--- src/rtl/rsa_pkg.sv ---
// rsa_pkg: shared types and constants for the RSA core control blocks.
//   mmm_state_t    : sequencer states of the Montgomery multiplier controller
//   MMM_WIDTH_DFLT : default operand width (bits / Montgomery iterations)
//   idx_w()        : width of a bit index for a given operand width (min 1)
package rsa_pkg;

  typedef enum logic [2:0] {
    IDLE = 3'd0,
    CLR  = 3'd1,
    ITER = 3'd2,
    FIX  = 3'd3,
    DONE = 3'd4
  } mmm_state_t;

  localparam int MMM_WIDTH_DFLT = 4;

  function automatic int idx_w(input int width);
    return (width > 1) ? $clog2(width) : 1;
  endfunction

endpackage

--- src/rtl/mmm_iter_cnt.sv ---
// mmm_iter_cnt: step/bit counter pair for the Montgomery iteration loop.
//   clk, rstb      : clock, async active-low reset
//   ena            : clock enable, counters frozen when 0
//   clr            : synchronous clear of both counters (wins over run)
//   run            : advance step counter; bit index advances on each step_tick
//   bit_idx        : current multiplier bit index, wraps WIDTH-1 -> 0
//   step_tick      : last cycle of the current iteration (only while run)
//   last_bit       : bit_idx is at WIDTH-1
module mmm_iter_cnt
  import rsa_pkg::*;
#(
  parameter int WIDTH       = MMM_WIDTH_DFLT,
  parameter int STEP_CYCLES = 1
) (
  input  logic                      clk,
  input  logic                      rstb,
  input  logic                      ena,
  input  logic                      clr,
  input  logic                      run,
  output logic [idx_w(WIDTH)-1:0]   bit_idx,
  output logic                      step_tick,
  output logic                      last_bit
);

  localparam int IDX_W  = idx_w(WIDTH);
  localparam int STEP_W = (STEP_CYCLES > 1) ? $clog2(STEP_CYCLES) : 1;
  localparam logic [STEP_W-1:0] STEP_LAST = STEP_W'(STEP_CYCLES - 1);
  localparam logic [IDX_W-1:0]  IDX_LAST  = IDX_W'(WIDTH - 1);

  logic [STEP_W-1:0] step_cnt_q, step_cnt_d;
  logic [IDX_W-1:0]  bit_idx_q, bit_idx_d;

  assign step_tick = run && (step_cnt_q == STEP_LAST);
  assign last_bit  = (bit_idx_q == IDX_LAST);
  assign bit_idx   = bit_idx_q;

  always_comb begin
    step_cnt_d = step_cnt_q;
    bit_idx_d  = bit_idx_q;
    if (ena) begin
      if (clr) begin
        step_cnt_d = '0;
        bit_idx_d  = '0;
      end else if (run) begin
        if (step_tick) begin
          step_cnt_d = '0;
          // wrap so the index is already 0 when the loop exits to FIX
          bit_idx_d  = last_bit ? '0 : bit_idx_q + 1'b1;
        end else begin
          step_cnt_d = step_cnt_q + 1'b1;
        end
      end
    end
  end

  always_ff @(posedge clk or negedge rstb) begin
    if (!rstb) begin
      step_cnt_q <= '0;
      bit_idx_q  <= '0;
    end else begin
      step_cnt_q <= step_cnt_d;
      bit_idx_q  <= bit_idx_d;
    end
  end

endmodule

--- src/rtl/mmm_ctrl.sv ---
// mmm_ctrl: sequencer for the Montgomery modular-multiplication datapath.
//   clk, rstb : clock, async active-low reset
//   ena       : global clock enable (state frozen, strobes suppressed when 0)
//   start     : begin one multiplication (accepted only in IDLE)
//   abort     : synchronous abort back to IDLE, priority over start
//   r_ge_m    : partial result >= modulus, used in FIX
//   clear     : active-low clear of datapath registers
//   ld_r      : load strobe for partial-result registers
//   lock      : 1 = reload held value, 0 = load new value
//   bit_idx   : current multiplier bit index
//   busy      : operation in progress
//   done      : one-cycle completion pulse
//
// state | meaning
// IDLE  | waiting for start, all outputs inactive
// CLR   | one cycle of clear low to the datapath
// ITER  | WIDTH iterations of STEP_CYCLES each, ld_r on last step
// FIX   | conditional-subtract load, lock = ~r_ge_m
// DONE  | one-cycle done pulse, then back to IDLE
module mmm_ctrl
  import rsa_pkg::*;
#(
  parameter int WIDTH       = MMM_WIDTH_DFLT,
  parameter int STEP_CYCLES = 1
) (
  input  logic                    clk,
  input  logic                    rstb,
  input  logic                    ena,
  input  logic                    start,
  input  logic                    abort,
  input  logic                    r_ge_m,
  output logic                    clear,
  output logic                    ld_r,
  output logic                    lock,
  output logic [idx_w(WIDTH)-1:0] bit_idx,
  output logic                    busy,
  output logic                    done
);

  mmm_state_t state_q, state_d;
  logic       cnt_clr, cnt_run, step_tick, last_bit;

  // counters are held at zero outside ITER so every run starts from bit 0
  assign cnt_clr = (state_q != ITER) || abort;
  assign cnt_run = (state_q == ITER);

  mmm_iter_cnt #(
    .WIDTH       (WIDTH),
    .STEP_CYCLES (STEP_CYCLES)
  ) u_iter_cnt (
    .clk       (clk),
    .rstb      (rstb),
    .ena       (ena),
    .clr       (cnt_clr),
    .run       (cnt_run),
    .bit_idx   (bit_idx),
    .step_tick (step_tick),
    .last_bit  (last_bit)
  );

  always_comb begin
    state_d = state_q;
    if (ena) begin
      if (abort && (state_q != IDLE)) begin
        state_d = IDLE;
      end else begin
        case (state_q)
          IDLE:    if (start && !abort) state_d = CLR;
          CLR:     state_d = ITER;
          ITER:    if (step_tick && last_bit) state_d = FIX;
          FIX:     state_d = DONE;
          DONE:    state_d = IDLE;
          default: state_d = IDLE;
        endcase
      end
    end
  end

  always_ff @(posedge clk or negedge rstb) begin
    if (!rstb) state_q <= IDLE;
    else       state_q <= state_d;
  end

  always_comb begin
    clear = !(ena && (state_q == CLR));
    ld_r  = ena && ((state_q == FIX) || ((state_q == ITER) && step_tick));
    lock  = (state_q == FIX) && !r_ge_m;
    busy  = (state_q == CLR) || (state_q == ITER) || (state_q == FIX);
    done  = ena && (state_q == DONE);
  end

endmodule

--- config.mk ---
export PLATFORM = sky130hd
export DESIGN_NAME = mmm_ctrl
export DESIGN_NICKNAME = d
export VERILOG_FILES = /design/src/rtl/rsa_pkg.sv /design/src/rtl/mmm_iter_cnt.sv /design/src/rtl/mmm_ctrl.sv
export SDC_FILE = /design/constraint.sdc
export NUM_CORES = 1
export LEC_CHECK = 0
export ABC_AREA = 1
export CAP_MARGIN = 15
export CORE_AREA = 3 3 40 42
export DETAILED_ROUTE_END_ITERATION = 12
export DIE_AREA = 0 0 43 45
export GPL_ROUTABILITY_DRIVEN = 0
export GPL_TIMING_DRIVEN = 1
export SETUP_SLACK_MARGIN = 0.05
export SLEW_MARGIN = 40
export SYNTH_ARGS = -nofsm -noshare
export SYNTH_HDL_FRONTEND = slang
export SYNTH_SLANG_ARGS = --single-unit
--- constraint.sdc ---
create_clock -name clk -period 1.53 [get_ports clk]
set_input_delay 0.459 -clock clk [delete_from_list [all_inputs] [get_ports clk]]
set_output_delay 0.459 -clock clk [all_outputs]
set_load 0.02 [all_outputs]
; Word-level counts from Yosys, hierarchy flattened
; Cells that the tools add are included.
[classes]
muxes = 11
n_bitwise = 1
n_eq_ne = 8
add_sub_neg = 2
reduce_logical = 23
[op_table]
columns = operator, count
row1 = 3-bit case mux with 4 select lines, 1
row2 = 1-bit logical AND, 9
row3 = 3-bit 2-to-1 mux, 3
row4 = 2-bit 2-to-1 mux, 4
row5 = "3-bit by 2-bit == test with 1-bit output, second input constant", 2
row6 = "3-bit != test, second input constant", 2
row7 = 3-bit AND reduction, 2
row8 = 1-bit logical OR, 4
row9 = 2-bit nonzero test, 2
row10 = "3-bit by 1-bit == test with 1-bit output, second input constant", 1
row11 = "3-bit == test, second input constant", 1
row12 = 1-bit zero test, 3
row13 = 3-bit zero test, 1
row14 = 1-bit 2-to-1 mux, 3
row15 = "3-bit by 2-bit != test with 1-bit output, second input constant", 1
row16 = 3-bit nonzero test, 1
row17 = "2-bit by 1-bit adder with 2-bit output, second input constant", 1
row18 = "2-bit == test, second input constant", 1
row19 = 2-bit AND reduction, 1
row20 = "1-bit adder, second input constant", 1
row21 = 1-bit inverter, 1
[word_totals]
inputBits = 6
elab_cells = 48
regBits = 6
output_inout_bits = 7

; Longest topological paths before layout
[logic_depth]
ltp_word = 6
ltp_mapped = 7
depth_no_buf = 7

; By module
; A second synthesis with hierarchy kept.
[unflattened]
cells_unflattened = 66
hier_area_um2 = 439.2
[by_module_without_submodules]
columns = mod, seq_area_each_um2, area_each_um2, cells_per_inst, instances
row1 = mmm_ctrl, 75.1, 282.8, 46, 1
row2 = mmm_iter_cnt, 75.1, 156.4, 20, 1

; Worst setup path before layout
; Ideal clock, no wire load.
[synth_timing]
path_kind = input port to output port
startpoint = input port ena
endpoint = output port done
t_required_ns = 1.071
arrival_time_ns = 1.160
path_stages = 3
setup_slack_ns = -0.089
path_buffers = 1
path_cell_list = buf_2 inv_2 nor3_1
[synth_between]
elab_chain_cells = 1
[synth_rtl]
columns = item, line_no
row1 = "start, declared", mmm_ctrl.sv:28  ; input logic ena,
row2 = 1-bit logical AND, mmm_ctrl.sv:89  ; done = ena && (state_q == DONE);
row3 = "end, declared", mmm_ctrl.sv:37  ; output logic done
; No other way between the ends.

; Final worst setup path
[layout_timing]
startpoint = register state_q[2]
endpoint = output port done
[layout_between]
elab_chain_cells = 2
[layout_rtl]
columns = item, line_no
row1 = "start, declared", mmm_ctrl.sv:40  ; mmm_state_t state_q, state_d;
row2 = "start signal, assigned", mmm_ctrl.sv:81  ; else state_q <= state_d;
row3 = 3-bit == test, mmm_ctrl.sv:89
row4 = 1-bit logical AND, mmm_ctrl.sv:89
; No other way between the ends.

==> out/qor.csv <==
stage,metric,value,unit
run_status,status,finished with violations,
run_status,violations,negative setup slack,
worst_setup_path,setup.worst_path.start,state_q[2]$_DFFE_PN0P_,
layout,nNetsFinal,95,
floorplanning,ios,13,
layout,multi_input_area,267,um2
power_and_ir_drop,ir_worst_vdd,705,uV
sta,drv_slew,0,
grt,grt_use_met3,0.0199,
synth,synth_area_leaders,"dfrtp_1, nand2_1, nand4_1",
sta,period_share,1.06,
clock_tree,cts-root-buf,clkbuf_4,
sta,setup_viol,5,
clock_tree,hold_buffers,0,
clock_tree,clk_pin_slew,0.04,ns
clock_tree,numCtsBuffers,3,
place,io_buffer_count,12,
synth,synth.top_cell.area_share,0.382,
synth,yosys.cell_count.top_type,nand2_1,
sta,fin_crit,1.62,ns
worst_setup_path,path_max_fanout,3,
synth,synth_ff_type,dfrtp_1,
layout,final_cells,101,
grt,antenna_found_initial,0,
grt,gr-usage-met2,0.192,
synth,syn-num-nets,63,
place,numPlacedInstances,92,
worst_setup_path,arrival,1.16,ns
grt,gr-total-overflow,0,
grt,grt_pass1_wl,1800,um
sta,rsz0062_at_grt,yes,
synth,syn_avg_cell_area,7.02,um2
detailed_routing,viasPerCell,4.67,
power_and_ir_drop,p_total,1.10,mW
worst_setup_path,rr_worst_depth,10,
detailed_routing,route.detailed.drc,0,
synth,synth_common_cells,"nand2_1, dfrtp_1, nand4_1",
synth,synth_cells,56,
worst_setup_path,r2r-start,state_q[0]$_DFFE_PN0P_,
detailed_routing,totalWireLength,1240,um
layout,design_area,734,um2
layout,nFillCells,125,
layout,diodes,0,
detailed_routing,dr.first_iter.drc_count,2,
sta,final-hold-violation-count,0,
layout,drive_above_1_share,0.488,
detailed_routing,vias,472,
sta,fin_ws,-0.0892,ns
synth,synth-seq-area-share,0.382,
worst_setup_path,start_kind,flop,
grt,grt_pass1_vias,450,
synth,synth_area,393,um2
grt,grt_usage,0.127,
synth,synth_edf_count,0,
clock_tree,cts_max_level,1,
synth,synth_top_area_cell,dfrtp_1,
power_and_ir_drop,leakagePower,0.381,nW
place,dpl_cell_area,607,um2
detailed_routing,detail_route.first_pass.iterations,4,
floorplanning,chipHeight,45,um
floorplanning,dieArea,0.00194,mm2
worst_setup_path,endpoint_kind,primary output,
synth,ys_ff_latch,6,
layout,seq_area,154,um2
detailed_routing,wl_per_cell,12.2,um
synth,yosysUniqueCellTypes,15,
worst_setup_path,reg2reg_slack,0.15,ns
clock_tree,clock_path_buffers,2,
synth,synthArstFlopShare,1.00,
layout,area_growth,86.9,%
floorplanning,core.rowCount,13,
grt,use_met1,0.150,
sta,worst_slew_pin_slew,0.253,ns
detailed_routing,ant_nets,0,
layout,final_core_util,0.572,
sta,relSlewSlack,0.831,
clock_tree,cts_tree,done,
floorplanning,floorplan.initialDensity,0.306,
worst_hold_path,holdCritPathClass,input port to asynchronous set/reset pin,
place,dpl.hpwl,737,um
grt,grt_max_degree,10,
clock_tree,cts_sinks,6,
synth,yosys_warnings,0,
clock_tree,clk_latency,0.24,ns
grt,grt.busiest_layer,met2,
sta,fin_skew,0.00509,ns
job,drv_cap,0,
floorplanning,core_region_area,0.00128,mm2
power_and_ir_drop,powerDensity,1500,mW/mm2
worst_setup_path,crit_type,flop to primary output,
floorplanning,chipWidth,43,um
sta,max_clock_freq,618,MHz
worst_setup_path,cp_data_required_time,1.07,ns
metal layers:
layer | wire length, um | vias to the layer above
met2 | 695 | 9
li1 | - | 243
met5 | 0 | -
met4 | 12 | 0
met3 | 50 | 2
met1 | 477 | 218
logic make-up (layout without fill, tap and decap cells):
family,Yosys count,in the layout,synth area share
AND/OR/NAND/NOR,39,39,0.475
adder cells (fa/ha/maj),1,1,0.0318
buffers and inverters,8,38,0.0796
AO/OA/AOI/OAI,2,2,0.0318
flip-flops,6,6,0.382
registers in the layout (all words and copies together), names as in the netlist:
name and flops:
u_iter_cnt.step_cnt_q 1, state_q 3, u_iter_cnt.bit_idx 2
report_power, final:
part | total (mW) | switching, mW | internal [mW] | leakage, nW
Combinational | 0.696 | 0.341 | 0.355 | 0.290
Clock | 0.138 | 0.0502 | 0.0883 | 0.0138
Sequential | 0.267 | 0.0708 | 0.196 | 0.0770
final cells by class:
class | instances | share of cell area
Inverter | 7 | 0.0426
Multi-Input combinational cell | 42 | 0.363
Tap cell | 15 | 0.0256
Timing Repair Buffer | 28 | 0.329
Clock buffer | 3 | 0.0307
Sequential cell | 6 | 0.210
repair_timing:
item,CTS,global route
buffers inserted,4,2
resized for setup,40,12
setup endpoints to repair,7,5
endpoints found under the hold margin,0,0
pin swaps,4,3
per-stage QoR:
| stage | setup TNS [ns] | setup slack, ns | hold slack [ns] |
|---|---|---|---|
| floorplan | 0 | 0.0534 | 0.163 |
| global placement | -2.75 | -0.703 | 0.504 |
| detailed placement | -2.78 | -0.717 | 0.505 |
| CTS | -0.296 | -0.107 | 0.452 |
| global route | -0.557 | -0.165 | 0.464 |
| finish | -0.262 | -0.0892 | 0.452 |
cells in the final DEF (no fill, tap or decap), types with 3 or more instances in the layout:
| cell type | n |
|---|---|
| buf_4 | 16 |
| buf_6 | 5 |
| clkbuf_4 | 3 |
| clkdlybuf4s50_1 | 3 |
| dfrtp_1 | 3 |
| dfrtp_2 | 3 |
| dlygate4sd2_1 | 4 |
| inv_2 | 3 |
| nand2_1 | 18 |
| nand4_1 | 6 |
| nor2_1 | 4 |
critical path: stages, from the launching register on:
cell	delay, ns
dfrtp_2	0.42
inv_4	0.07
buf_6	0.12
nor3_4	0.18
buf_6	0.14
final timing paths:
| check | end |
|---|---|
| hold reg to reg | u_iter_cnt.bit_idx[1]$_DFFE_PN0P_ |
| hold / removal | state_q[0]$_DFFE_PN0P_ |
| min in group clk | u_iter_cnt.bit_idx[1]$_DFFE_PN0P_ |
| max in group asynchronous | state_q[1]$_DFFE_PN0P_ |
| setup / recovery | done |
| setup reg to reg | u_iter_cnt.bit_idx[1]$_DFFE_PN0P_ |
(Power assumes the default switching activity.)
